[config.mk]
export PLATFORM = sky130hd
export DESIGN_NAME = priority_encoder_32_to_5
export DESIGN_NICKNAME = d
export VERILOG_FILES = /design/src/rtl/priority_encoder_32_to_5.sv
export SDC_FILE = /design/constraint.sdc
export NUM_CORES = 1
export LEC_CHECK = 0
export BUFFER_PORTS_ARGS = -buffer_cell sky130_fd_sc_hd__buf_2
export CAP_MARGIN = 20
export CORE_ASPECT_RATIO = 2
export CORE_UTILIZATION = 35
export CTS_CLUSTER_SIZE = 25
export DETAILED_ROUTE_END_ITERATION = 10
export SETUP_SLACK_MARGIN = 0.3
export SLEW_MARGIN = 0
export SYNTH_ARGS = -nofsm -noshare
export SYNTH_HDL_FRONTEND = slang
export SYNTH_SLANG_ARGS = --single-unit
[constraint.sdc]
create_clock -name clk -period 4.82 [get_ports clk]
set_input_delay 0.482 -clock clk [delete_from_list [all_inputs] [get_ports clk]]
set_output_delay 0.482 -clock clk [all_outputs]
set_load 0.03 [all_outputs]
[src/rtl/priority_encoder_32_to_5.sv]
// Multi-hot request vector to index stream: drains every set bit of one vector, one index per
// handshake. Define ENCODER_ROUND_ROBIN_EN for rotating priority starting after the last grant.
module priority_encoder_32_to_5 #(
    parameter int unsigned N     = 32,
    parameter int unsigned IDX_W = $clog2(N)
) (
    input  logic             clk,
    input  logic             rst_n,
    input  logic             in_valid_i,
    output logic             in_ready_o,
    input  logic [N-1:0]     in_bits_i,
    input  logic             flush_i,
    output logic             out_valid_o,
    input  logic             out_ready_i,
    output logic [IDX_W-1:0] out_idx_o,
    output logic             out_last_o
);

    typedef enum logic [0:0] {StIdle, StActive} state_e;

    state_e             state_q, state_d;
    logic [N-1:0]       pending_q, pending_d;
    logic [IDX_W-1:0]   out_idx_q, out_idx_d;
    logic               out_valid_q, out_valid_d;
    logic               out_last_q, out_last_d;
    logic [IDX_W-1:0]   last_grant_q, last_grant_d;
    logic [IDX_W-1:0]   start_idle, start_active;
    logic [N-1:0]       rem;

    // First set bit at or above start, wrapping; N is a power of two so IDX_W math wraps.
    function automatic logic [IDX_W-1:0] sel(input logic [N-1:0] v, input logic [IDX_W-1:0] start);
        logic [IDX_W-1:0] idx;
        logic [IDX_W-1:0] res;
        logic             found;
        res   = '0;
        found = 1'b0;
        for (int unsigned i = 0; i < N; i++) begin
            idx = start + IDX_W'(i);
            if (!found && v[idx]) begin
                res   = idx;
                found = 1'b1;
            end
        end
        return res;
    endfunction

    function automatic logic one_hot(input logic [N-1:0] v);
        return (v != '0) && ((v & (v - N'(1))) == '0);
    endfunction

`ifdef ENCODER_ROUND_ROBIN_EN
    assign start_idle   = last_grant_q + IDX_W'(1);
    assign start_active = out_idx_q + IDX_W'(1);
`else
    logic unused_last_grant;
    assign unused_last_grant = ^last_grant_q;
    assign start_idle        = '0;
    assign start_active      = '0;
`endif

    assign rem = pending_q & ~({{(N-1){1'b0}}, 1'b1} << out_idx_q);

    always_comb begin
        state_d      = state_q;
        pending_d    = pending_q;
        out_idx_d    = out_idx_q;
        out_valid_d  = out_valid_q;
        out_last_d   = out_last_q;
        last_grant_d = last_grant_q;
        if (flush_i) begin
            state_d     = StIdle;
            pending_d   = '0;
            out_valid_d = 1'b0;
            out_last_d  = 1'b0;
        end else begin
            unique case (state_q)
                StIdle: begin
                    if (in_valid_i && in_bits_i != '0) begin
                        pending_d   = in_bits_i;
                        out_idx_d   = sel(in_bits_i, start_idle);
                        out_valid_d = 1'b1;
                        out_last_d  = one_hot(in_bits_i);
                        state_d     = StActive;
                    end
                end
                StActive: begin
                    if (out_ready_i) begin
                        pending_d    = rem;
                        last_grant_d = out_idx_q;
                        if (rem != '0) begin
                            out_idx_d  = sel(rem, start_active);
                            out_last_d = one_hot(rem);
                        end else begin
                            out_valid_d = 1'b0;
                            out_last_d  = 1'b0;
                            state_d     = StIdle;
                        end
                    end
                end
                default: state_d = StIdle;
            endcase
        end
    end

    always_ff @(posedge clk or negedge rst_n) begin
        if (!rst_n) begin
            state_q      <= StIdle;
            pending_q    <= '0;
            out_idx_q    <= '0;
            out_valid_q  <= 1'b0;
            out_last_q   <= 1'b0;
            last_grant_q <= IDX_W'(N - 1);
        end else begin
            state_q      <= state_d;
            pending_q    <= pending_d;
            out_idx_q    <= out_idx_d;
            out_valid_q  <= out_valid_d;
            out_last_q   <= out_last_d;
            last_grant_q <= last_grant_d;
        end
    end

    assign in_ready_o  = (state_q == StIdle);
    assign out_valid_o = out_valid_q;
    assign out_idx_o   = out_idx_q;
    assign out_last_o  = out_last_q;

endmodule

# Word-level counts from Yosys, hierarchy flattened
# Cells that the tools add are included.
[totals]
ff_bits = 40
latch_bits = 0
ramBits = 0
mem_bits_ro = 0
in_bits = 37
memories = 0
[classes]
n_addsub = 2
n_mul = 0
div_mod_pow = 0
n_lt_le_gt_ge = 0
eq_ne = 6
shift = 1
n_mux = 364
bitwise_logic = 6
reduce_logical = 134
[ops]
columns = ["op", "count"]
rows = [
  ["1-bit two-way mux", 293],
  ["5-bit two-way mux", 49],
  ["32-bit bitwise AND", 3],
  ["32-bit two-way mux", 3],
  ["1-bit logical AND", 65],
  ["32-bit logical NOT", 2],
  ["32-bit case mux with 2 select lines", 1],
  ["32-bit nonzero test", 2],
  ["32-bit by 1-bit subtractor with 32-bit output, second input constant", 2],
  ["1-bit logical NOT", 62],
  ["4-bit two-way mux", 8],
  ["32-bit NOT", 1],
  ["1-bit by 5-bit left shift with 32-bit output, first input constant", 1],
  ["3-bit two-way mux", 4],
  ["5-bit case mux with 2 select lines", 1],
  ["3-bit inequality test, second input constant", 2],
  ["1-bit case mux with 2 select lines", 3],
  ["2-bit two-way mux", 2],
  ["2-bit by 1-bit inequality test with 1-bit output, second input constant", 2],
  ["4-bit AND reduction", 1],
  ["3-bit by 1-bit inequality test with 1-bit output, second input constant", 1],
  ["3-bit AND reduction", 1],
  ["2-bit inequality test, second input constant", 1],
  ["1-bit NOT", 2],
  ["2-bit AND reduction", 1],
]

# Longest topological paths before layout
# Gate-level depths: netlist of run 1.
[logic_depth]
word_depth = 224
depth_mapped = 10

# Worst setup path after synthesis of run 1
# OpenSTA, ideal clock, no wires.
[synth_timing]
path_kind = "register to register"
from = "register out_idx_q[2], in the netlist out_idx_o[2]"
to = "register out_idx_q[3], in the netlist out_idx_o[3]"
setup_time_ns = 0.125
arrival_ns = 2.976
required_ns = 4.695
setup_slack_ns = 1.719
stages_incl_launch_ff = 8
n_path_buf = 0
period_less_slack_ns = 3.101
cell_sequence = "dfrtp_1 -> or3b_4 -> o21a_1 -> or4b_4 -> nor4_4 -> nand4_1 -> a41oi_2 -> mux2_2"
[synth_between]
elab_chain_len = 224
[synth_lines]
columns = ["item", "line", "rtl"]
rows = [
  ["start, declared", "23", "logic [IDX_W-1:0] out_idx_q, out_idx_d;"],
  ["start signal, assigned", "116", "out_idx_q <= out_idx_d;"],
  ["1-bit by 5-bit left shift with 32-bit output (*)", "61", "assign rem = pending_q & ~({{(N-1){1'b0}}, 1'b1} << out_idx_q);"],
  ["32-bit NOT (*)", "61", ""],
  ["32-bit bitwise AND (*)", "61", ""],
  ["1-bit two-way mux", "39", "if (!found && v[idx]) begin"],
  ["1-bit two-way mux", "90", "if (rem != '0) begin"],
  ["1-bit two-way mux", "87", "if (out_ready_i) begin"],
  ["1-bit two-way mux", "76", "unique case (state_q)"],
  ["1-bit two-way mux", "70", "if (flush_i) begin"],
  ["(+208 left out)", "--", ""],
  ["1-bit two-way mux", "76", ""],
  ["1-bit two-way mux", "70", ""],
  ["1-bit logical NOT", "39", ""],
  ["1-bit logical AND", "39", ""],
  ["5-bit two-way mux", "39", ""],
  ["5-bit two-way mux", "90", ""],
  ["5-bit two-way mux", "87", ""],
  ["5-bit case mux with 2 select lines", "76", ""],
]
# Every way passes the cells marked *; elsewhere a longest branch is shown, timed or not. The select of a mux whose other input is x is not followed.
# A chain may end at the register's enable or synchronous reset.

# Worst setup path after layout of run 1
[layout_timing]
from = "register out_idx_q[0], in the netlist out_idx_o[0]"
to = "register out_idx_q[4], in the netlist out_idx_o[4]"
# The elaborated chain is that of the path after synthesis.

==> results of run 1 <==
## through the flow
| step | worst slack (ns) | cells | area (µm²) | utilization (%) |
|---|---|---|---|---|
| floorplan | 1.72 | 504 | 3820 | - |
| finish | 1.02 | 674 | 4310 | 40.8 |
| CTS | 1.07 | 674 | 4310 | 40.8 |
| global route | 0.788 | 674 | 4310 | 40.8 |
| global placement | 1.13 | 666 | 4140 | 39.2 |
| detailed placement | 1.07 | 666 | 4140 | 39.2 |
## worst paths after layout
check | slack, ns | startpoint | depth (start not counted) | to
max in group asynchronous | 3.89 | rst_n | 1 | pending_q[17]$_DFFE_PN0P_
min in group clk | 0.51 | in_bits_i[13] | 3 | pending_q[13]$_DFFE_PN0P_
worst max register to register | 1.02 | out_idx_o[0]$_DFFE_PN0P_ | 7 | out_idx_o[4]$_DFFE_PN0P_
worst max-delay path | 1.02 | out_idx_o[0]$_DFFE_PN0P_ | 7 | out_idx_o[4]$_DFFE_PN0P_
worst min-delay path | 0.33 | rst_n | 1 | pending_q[0]$_DFFE_PN0P_
worst min register to register | 0.55 | out_valid_o$_DFFE_PN0P_ | 2 | out_valid_o$_DFFE_PN0P_
## power groups by stage
stage / clock [mW] / combinational, mW / sequential (mW)
after floorplan: 0 / 0.333 / 0.426
after global placement: 0 / 0.506 / 0.421
after detailed placement: 0 / 0.506 / 0.424
after CTS: 0.402 / 0.508 / 0.418
after global routing: 0.421 / 0.563 / 0.425
final: 0.399 / 0.518 / 0.420
## cells by family (layout without fill, tap and decap cells)
| kind of cell | count (synthesis) | in the layout |
|---|---|---|
| flops | 40 | 40 |
| buf+inv | 41 | 74 |
| fa+ha+maj | 5 | 5 |
| xor+xnor | 2 | 2 |
| mux | 20 | 20 |
| compound gates | 199 | 199 |
| simple gates | 197 | 197 |
## flip-flops by register name, summed over array words and instances (netlist names)
| signal | count |
|---|---|
| pending_q | 32 |
| out_idx_o | 5 |
| out_last_o | 1 |
| out_valid_o | 1 |
| state_q | 1 |
## final cells by class
cell class	count	area [µm²]
clock buffer	5	125
clock inverter	3	46.3
fill	1135	6240
inverter	14	52.6
multi-input combinational	423	2630
sequential	40	1000
tap	137	171
timing repair buffer	52	280
## synth_stat cells (3+ instances only)
cell | count | share of area, %
nor2_1 | 68 | 6.7
o21ai_0 | 53 | 7.0
dfrtp_1 | 40 | 26
a21oi_1 | 36 | 4.7
a211oi_1 | 28 | 5.5
nand2_1 | 26 | 2.6
o21a_1 | 26 | 5.1
clkbuf_1 | 22 | 2.2
nor3_1 | 21 | 2.8
mux2i_1 | 18 | 4.7
inv_1 | 14 | 1.4
nand3_1 | 11 | 1.4
nand4_1 | 11 | 1.8
nor4_1 | 10 | 1.6
or2_2 | 10 | 1.6
or3_1 | 6 | 0.98
or4_1 | 6 | 1.2
o211ai_1 | 5 | 0.98
o21ai_1 | 5 | 0.66
o31ai_1 | 5 | 0.98
a311oi_1 | 4 | 0.92
a31oi_1 | 4 | 0.66
buf_6 | 4 | 1.2
nand3b_1 | 4 | 0.79
nor2b_1 | 4 | 0.66
o21bai_1 | 4 | 0.79
a2111oi_0 | 3 | 0.69
a221oi_1 | 3 | 0.69
maj3_1 | 3 | 0.79
o2111ai_1 | 3 | 0.69
## per-layer routing
metal / vias to the layer above / GRT usage (%)
met4: 0 / 18.7
li1: 2008 / -
met1: 2042 / 31.1
met5: - / 0
met2: 149 / 49.2
met3: 55 / 2.02
## layout by cell type, fill, tap and decap left out, types with 4 or more instances in the layout
master	instances
a211oi_1	28
a21oi_1	36
a311oi_1	4
a31oi_1	4
buf_2	44
buf_4	8
clkbuf_16	5
dfrtp_1	40
inv_1	14
mux2i_1	18
nand2_1	25
nand3_1	11
nand3b_1	4
nand4_1	11
nor2_1	68
nor2b_1	4
nor3_1	21
nor4_1	10
o211ai_1	5
o21a_1	26
o21ai_0	53
o21ai_1	5
o21bai_1	4
o31ai_1	5
or2_2	10
or3_1	6
or4_1	6
## worst register-to-register path, cell delays in order (launching register included)
cell and delay, ns:
dfrtp_1 0.47, or3_1 0.58, o21ai_1 0.42, nand4_2 0.33, nor4_4 0.73, nand4_1 0.26, a41oi_2 0.50, mux2_2 0.39
==> flow_summary.yaml, run 1 <==
clock_network:
  cts_tree: "done"
  clk_latency_ns: 0.29
  cts_resized: 0
  clockRootBuffer: "clkbuf_16"
  hold_buffers: 0
  clock-sinks: 40
  clkTransAtPathRegs_ns: 0.06
  postCtsSetupRepairBufs: 0
  cts_buffer_depth: 2
  htree_levels: 2
  numCtsBuffers: 5
die:
  die_area_um2: 11400
  ioPinCount: 45
  fp.coreArea_um2: 10500
  start_util_pct: 36.2
  fp.dieH_um: 150
  row_count: 53
  die_x_um: 75.8
grt:
  grt_max_degree: 65
  overflow: 0
  grt_usage_pct: 28.1
  grt_pass1_wl_mm: 23.2
  grt_pass1_vias: 4224
  antenna_found_initial: 0
detailed_routing:
  via_per_inst: 6.31
  initialDrtViolationCount: 442
  met2WireLength_mm: 7.81
  wire_per_inst_um: 22.1
  wl_met1_mm: 5.50
  routed.top_layer: "met4"
  met3WireLength_um: 521
  drtPass1Iterations: 5
  antenna_left: 0
  drc: 0
  drt-total-wl_mm: 14.9
  vias: 4254
timing:
  fmax_mhz: 263
  timing.final.crit_share_pct: 78.9
  rsz0062_at_grt: "false"
  tns_ns: 0
  hold_violations: 0
  clock-skew-final_ns: 0.00356
  finalMaxSlewViolations: 0
  tightestPinTransition_ns: 0.947
  period_minus_slack_ns: 3.80
  setup_viol: 0
  relSlewSlack_pct: 36.8
  whs_ns: 0.332
pwr:
  clockPowerShare_pct: 29.8
  seq_power_share_pct: 31.4
  swShare_pct: 41.0
  ir_drop_mv: 0.173
  leakagePower_nw: 1.67
  p_int_mw: 0.788
  power_mw: 1.34
  pwr_density_cell_nw_per_um2: 310
  combPwrFrac_pct: 38.8
  switchingPower_mw: 0.548
logic_synthesis:
  ys.flop_type: "dfrtp_1"
  synth-async-reset-ratio_pct: 100
  synth-seq-cells: 40
  ys_seq_area_share_pct: 26.2
  synth_fa_ha_area_share_pct: 1.38
  ys_warn_count: 0
  synth_cell_types: 62
  postSynthAreaPerCell_um2: 7.57
  synth_xor_area_share_pct: 0.459
  synthMuxAreaShare_pct: 5.31
  synth_top_family_by_area: "compound AO/OA/AOI/OAI gates"
  synth-simple-area-share_pct: 27.5
  synth_area_um2: 3820
  synth_edf_count: 0
  syn_nets: 541
  syn-instance-count: 504
  synth_compound_area_share_pct: 34.2
placement:
  dp_hpwl_mm: 11.6
  place_congestion: 1.03
  port_buffers: 44
setup_path:
  worstPathBufferInverterCount: 0
  crit_slowest_cell: "nor4_4"
  crit_required_ns: 5.00
  arrival_ns: 3.98
  cp-end-kind: "register"
  cp_max_fo: 11
  start_kind: "register"
  cp_top_family: "simple AND/OR/NAND/NOR gates"
  slowest_delay_ns: 0.73
  crit_chain: "or3_1 > o21ai_1 > nand4_2 > nor4_4 > nand4_1 > a41oi_2 > mux2_2"
  path_class: "register to register"
layout:
  nets: 573
  area_growth_pct: 12.9
  drive_gt1_share_pct: 16.2
  antenna_cells: 0
worst_hold_path:
  hold_path_class: "input port to async pin"
run_status:
  outcome: "complete, no violations"
flow_run:
  cap_viol_max_count: 0
No activity file was read; power rests on OpenSTA's default activity.
==> inputs of run 2 (changes only) <==
==> constraint.sdc (replaced) <==
create_clock -name clk -period 3.3 [get_ports clk]
set_input_delay 0.33 -clock clk [delete_from_list [all_inputs] [get_ports clk]]
set_output_delay 0.33 -clock clk [all_outputs]
set_load 0.03 [all_outputs]
==> run 2 against run 1 <==
- routed wire length increased by 2.3%
- clock skew increased by 0.00072 ns
- sequential cell count unchanged
- first-iteration DRC count decreased by 26%
- clock power increased by 28%
- maximum frequency increased by 23%
- highest routed layer unchanged
==> flow_summary.yaml, run 2 (synthesis gave the netlist of run 1 again) <==
grt:
  grt_use_met1_pct: 27.6
  grt_pass1_wl_mm: 23.3
  grt_usage_pct: 28.3
  antenna_found_initial: 0
  grt_max_degree: 41
  use_met2_pct: 50.8
  grt_pass1_vias: 4515
  globalRoute.busiestLayer: "met2"
  overflow: 0
  gr-usage-met3_pct: 3.03
timing:
  setup_viol: 0
  rsz0062_at_grt: "true"
  clock-skew-final_ns: 0.00428
  fin_ws_ns: 0.216
  tightestPinTransition_ns: 0.945
  timing.final.crit_share_pct: 93.5
  finalMaxSlewViolations: 0
  fmax_mhz: 324
  tns_ns: 0
  relSlewSlack_pct: 37.0
  hold_violations: 0
  period_minus_slack_ns: 3.08
clock_network:
  clock-sinks: 40
  htree_levels: 2
  cts_buffer_depth: 2
  clkTransAtPathRegs_ns: 0.06
  numCtsBuffers: 5
  clk_latency_ns: 0.29
  hold_buffers: 0
  cts_tree: "done"
  clockRootBuffer: "clkbuf_16"
detailed_routing:
  drt-total-wl_mm: 15.2
  drtPass1Iterations: 5
  via_per_inst: 6.09
  initialDrtViolationCount: 327
  vias: 4430
  antenna_left: 0
  wire_per_inst_um: 20.9
  drc: 0
layout:
  layout_common_cells: "68 x nor2_1, 59 x buf_4, 46 x o21ai_0, 44 x buf_2, 37 x dfrtp_1"
  final_common_cell: "nor2_1"
  largest_reg_flops: 32
  nets: 627
  antenna_cells: 0
  top_register: "pending_q"
  fin_util_pct: 45.5
  area_growth_pct: 25.6
  n_fill_cell: 1083
  drive_gt1_share_pct: 26.6
setup_path:
  arrival_ns: 3.32
  path_class: "register to register"
  cp_max_fo: 5
  crit_required_ns: 3.53
  cp-end-kind: "register"
  start_kind: "register"
pwr:
  leakagePower_nw: 1.94
  pwr_density_cell_nw_per_um2: 427
  power_mw: 2.05
  ir_drop_mv: 0.219
placement:
  dp_hpwl_mm: 12.0
  port_buffers: 44
  place_congestion: 1.04
  dp_slack_ns: 0.131
run_status:
  outcome: "complete, no violations"
die:
  die_x_um: 75.8
  row_count: 53
  fp.coreArea_um2: 10500
  die_area_um2: 11400
  ioPinCount: 45
  fp.dieH_um: 150
  start_util_pct: 36.2
worst_hold_path:
  hold_path_class: "input port to async pin"
flow_run:
  cap_viol_max_count: 0
run 2: cell types whose count changed in the layout (fill, tap and decap cells not counted), sizes merged:
cell      change
clkinvlp      -1
clkbuf        +1
clkinv        +2
bufinv        -1
buf          +54
inv           -1
run 2: power breakdown:
| part | leakage (nW) | internal [mW] | switching, mW | total [mW] |
|---|---|---|---|---|
| combinational | 1.34 | 0.365 | 0.566 | 0.932 |
| clock | 0.0766 | 0.299 | 0.213 | 0.511 |
| sequential | 0.518 | 0.547 | 0.0550 | 0.602 |
run 2: cell type report:
class	instances	area, µm²	share of cell area, %
Inverter	14	52.6	1.10
Clock inverter	2	10.0	0.209
Clock buffer	6	139	2.90
Tap cell	137	171	3.58
Sequential cell	40	1000	21.0
Timing Repair Buffer	106	697	14.5
Multi-Input combinational cell	423	2720	56.7
run 2: timing repair:
| action | CTS | global route |
|---|---|---|
| endpoints found under the setup margin | 5 | 8 |
| gates cloned | 0 | 0 |
| pin swaps | 9 | 8 |
| buffers inserted | 11 | 3 |
| resized for setup | 14 | 14 |
run 2: critical path, cell delays in order, from the launching register on:
cell and delay [ns]:
dfrtp_2 0.43, buf_6 0.13, or3b_4 0.39, o21a_1 0.20, or4b_4 0.58, nor4_4 0.36, buf_6 0.18, nand2_4 0.07
or3_4 0.38, a31oi_1 0.15, mux2_2 0.17
run 2: path summary, 6_finish.rpt:
path	start	to	slack (ns)	cells past startpoint
setup / recovery	out_idx_o[0]$_DFFE_PN0P_	out_idx_o[4]$_DFFE_PN0P_	0.22	10
hold / removal	rst_n	pending_q[9]$_DFFE_PN0P_	0.17	1
setup reg to reg	out_idx_o[0]$_DFFE_PN0P_	out_idx_o[4]$_DFFE_PN0P_	0.22	10
hold reg to reg	out_valid_o$_DFFE_PN0P_	out_valid_o$_DFFE_PN0P_	0.54	2
max in group asynchronous	rst_n	out_idx_o[0]$_DFFE_PN0P_	2.47	1
min in group clk	in_bits_i[31]	pending_q[31]$_DFFE_PN0P_	0.37	3
run 2: per-stage QoR:
| stage | hold slack (ns) | std cells | area (µm²) |
|---|---|---|---|
| 2_1_floorplan | 0.0344 | 504 | 3820 |
| 3_3_place_gp | 0.507 | 706 | 4440 |
| 3_5_place_dp | 0.525 | 706 | 4440 |
| 4_1_cts | 0.216 | 725 | 4710 |
| 5_1_grt | 0.260 | 728 | 4790 |
| 6_report | 0.173 | 728 | 4790 |
run 2: per-layer routing:
layer	part of all wire, %	up-vias
met2	53	151
met4	8.5	0
met3	3.4	62
met1	35	2095
met5	0	-
li1	-	2122
==> inputs of run 3 (changes only) <==
--- a/config.mk
+++ b/config.mk
@@ -8,9 +8,11 @@
 export BUFFER_PORTS_ARGS = -buffer_cell sky130_fd_sc_hd__buf_2
 export CAP_MARGIN = 20
 export CORE_ASPECT_RATIO = 2
-export CORE_UTILIZATION = 35
+export CORE_UTILIZATION = 54
+export CTS_BUF_LIST = sky130_fd_sc_hd__clkbuf_16
 export CTS_CLUSTER_SIZE = 25
 export DETAILED_ROUTE_END_ITERATION = 10
+export PLACE_DENSITY = 0.78
 export SETUP_SLACK_MARGIN = 0.3
 export SLEW_MARGIN = 0
 export SYNTH_ARGS = -nofsm -noshare
==> run 3 against run 2 <==
- clock skew rose by 0.0011 ns
- design area fell by 1.4%
- setup slack got worse by 0.0080 ns
- critical path depth fell by 1
- sequential power rose by 0.7%
- clock power fell by 8.4%
- via count rose by 2.6%
- global-route usage rose by 12 points
- total power fell by 1.5%
- worst hold slack got worse by 0.011 ns
- non-clock buffer count fell by 8
- die area fell by 35%
- highest routed layer unchanged
==> flow_summary.yaml, run 3 (synthesis gave the netlist of run 1 again) <==
run_status:
  outcome: "complete, no violations"
clock_network:
  clock-sinks: 40
  numCtsBuffers: 5
  cts_buffer_depth: 2
  clkTransAtPathRegs_ns: 0.06
  clk_latency_ns: 0.29
  cts_tree: "done"
  htree_levels: 2
  clockRootBuffer: "clkbuf_16"
timing:
  whs_ns: 0.162
  clock-skew-final_ns: 0.00541
  fmax_mhz: 323
  relSlewSlack_pct: 40.4
  timing.final.crit_share_pct: 93.7
  period_minus_slack_ns: 3.09
  tightestPinTransition_ns: 0.894
  hold_violations: 0
  setup_viol: 0
  rsz0062_at_grt: "true"
  finalMaxSlewViolations: 0
grt:
  grt_pass1_vias: 4298
  antenna_found_initial: 0
  grt_pass1_wl_mm: 21.7
  overflow: 0
  grt_usage_pct: 40.7
  grt_max_degree: 47
layout:
  nets: 619
  largest_reg_flops: 32
  top_register: "pending_q"
  fin_util_pct: 68.6
  area_growth_pct: 23.8
  layout_common_cells: "68 x nor2_1, 50 x buf_4, 44 x buf_2, 43 x o21ai_0, 37 x dfrtp_1"
  antenna_cells: 0
  final_common_cell: "nor2_1"
  n_fill_cell: 662
  drive_gt1_share_pct: 26.2
  final_cell_area_um2: 4720
die:
  die_x_um: 61.4
  fp.dieH_um: 121
  die_area_um2: 7430
  row_count: 43
  start_util_pct: 55.4
  ioPinCount: 45
  fp.coreArea_um2: 6890
setup_path:
  cp-end-kind: "register"
  start_kind: "register"
  r2r_end: "out_idx_o[3]$_DFFE_PN0P_"
  arrival_ns: 3.27
  crit_slowest_cell: "or4b_4"
  slowest_delay_ns: 0.57
  cp_top_family: "simple AND/OR/NAND/NOR gates"
  worstPathBufferInverterCount: 2
  crit_required_ns: 3.48
  cp_max_fo: 5
  cp.depth: 9
  r2r_slack_ns: 0.21
  ff2ff_path_depth: 9
  path_class: "register to register"
  r2r-start: "out_idx_o[2]$_DFFE_PN0P_"
  crit_chain: "buf_6 > or3b_4 > o21a_1 > or4b_4 > nor4_4 > nand4_1 > buf_4 > a41oi_4 > mux2_4"
placement:
  dp_hpwl_mm: 10.7
  port_buffers: 44
  place_area_um2: 4290
  place_congestion: 1.04
pwr:
  ir_drop_mv: 0.222
  leakagePower_nw: 1.92
  pwr_density_cell_nw_per_um2: 427
detailed_routing:
  wire_per_inst_um: 21.1
  vias: 4547
  via_per_inst: 6.76
  initialDrtViolationCount: 353
  antenna_left: 0
  drc: 0
  drtPass1Iterations: 8
  drt-total-wl_mm: 14.2
flow_run:
  cap_viol_max_count: 0
worst_hold_path:
  hold_path_class: "input port to async pin"
-- run 3: area by class of cell --
| cell class | instances | area (µm²) | share of cell area, % |
|---|---|---|---|
| Multi-Input combinational cell | 423 | 2770 | 58.6 |
| Tap cell | 90 | 113 | 2.38 |
| Sequential cell | 40 | 1000 | 21.3 |
| Clock buffer | 5 | 125 | 2.65 |
| Clock inverter | 3 | 11.3 | 0.238 |
| Inverter | 14 | 52.6 | 1.11 |
| Timing Repair Buffer | 98 | 649 | 13.7 |
-- run 3: routing by layer --
metal,wire (µm),vias to the layer above,global-route usage (%),part of all wire [%]
met5,0,-,0,0
li1,-,2093,-,-
met1,4960,2121,43.2,35
met3,915,90,7.14,6.4
met4,1300,0,33.2,9.1
met2,7030,243,66.5,49
-- run 3: power by group --
group / total, mW / internal, mW / switching, mW
sequential: 0.606 / 0.548 / 0.0584
combinational: 0.941 / 0.369 / 0.572
clock: 0.468 / 0.272 / 0.196
-- run 3: metrics by stage --
step / setup TNS [ns] / power (mW) / std cells / worst slack (ns)
after detailed placement: 0 / 1.41 / 647 / 0.111
after CTS: 0 / 1.93 / 667 / 0.214
final: 0 / 2.02 / 673 / 0.208
after global routing: -0.0991 / 2.11 / 673 / -0.0991
after global placement: 0 / 1.39 / 647 / 0.0519
after floorplan: 0 / 1.11 / 504 / 0.307
-- run 3: how the worst max path moves through the flow --
stage	slack, ns	from	endpoint
after detailed placement	0.11	out_idx_o[0]$_DFFE_PN0P_	out_idx_o[0]$_DFFE_PN0P_
after CTS	0.21	out_idx_o[2]$_DFFE_PN0P_	out_idx_o[0]$_DFFE_PN0P_
final	0.21	out_idx_o[2]$_DFFE_PN0P_	out_idx_o[3]$_DFFE_PN0P_
after global routing	-0.1	out_idx_o[2]$_DFFE_PN0P_	out_last_o$_DFFE_PN0P_
after global placement	0.05	out_idx_o[0]$_DFFE_PN0P_	out_idx_o[0]$_DFFE_PN0P_
after floorplan	0.31	out_idx_o[3]$_DFFE_PN0P_	out_idx_o[3]$_DFFE_PN0P_
-- run 3: repair_timing --
item,in CTS,in global routing
resized for setup,17,28
hold buffers,0,0
setup buffers,12,6
endpoints found under the setup margin,8,8
pin swaps,10,12
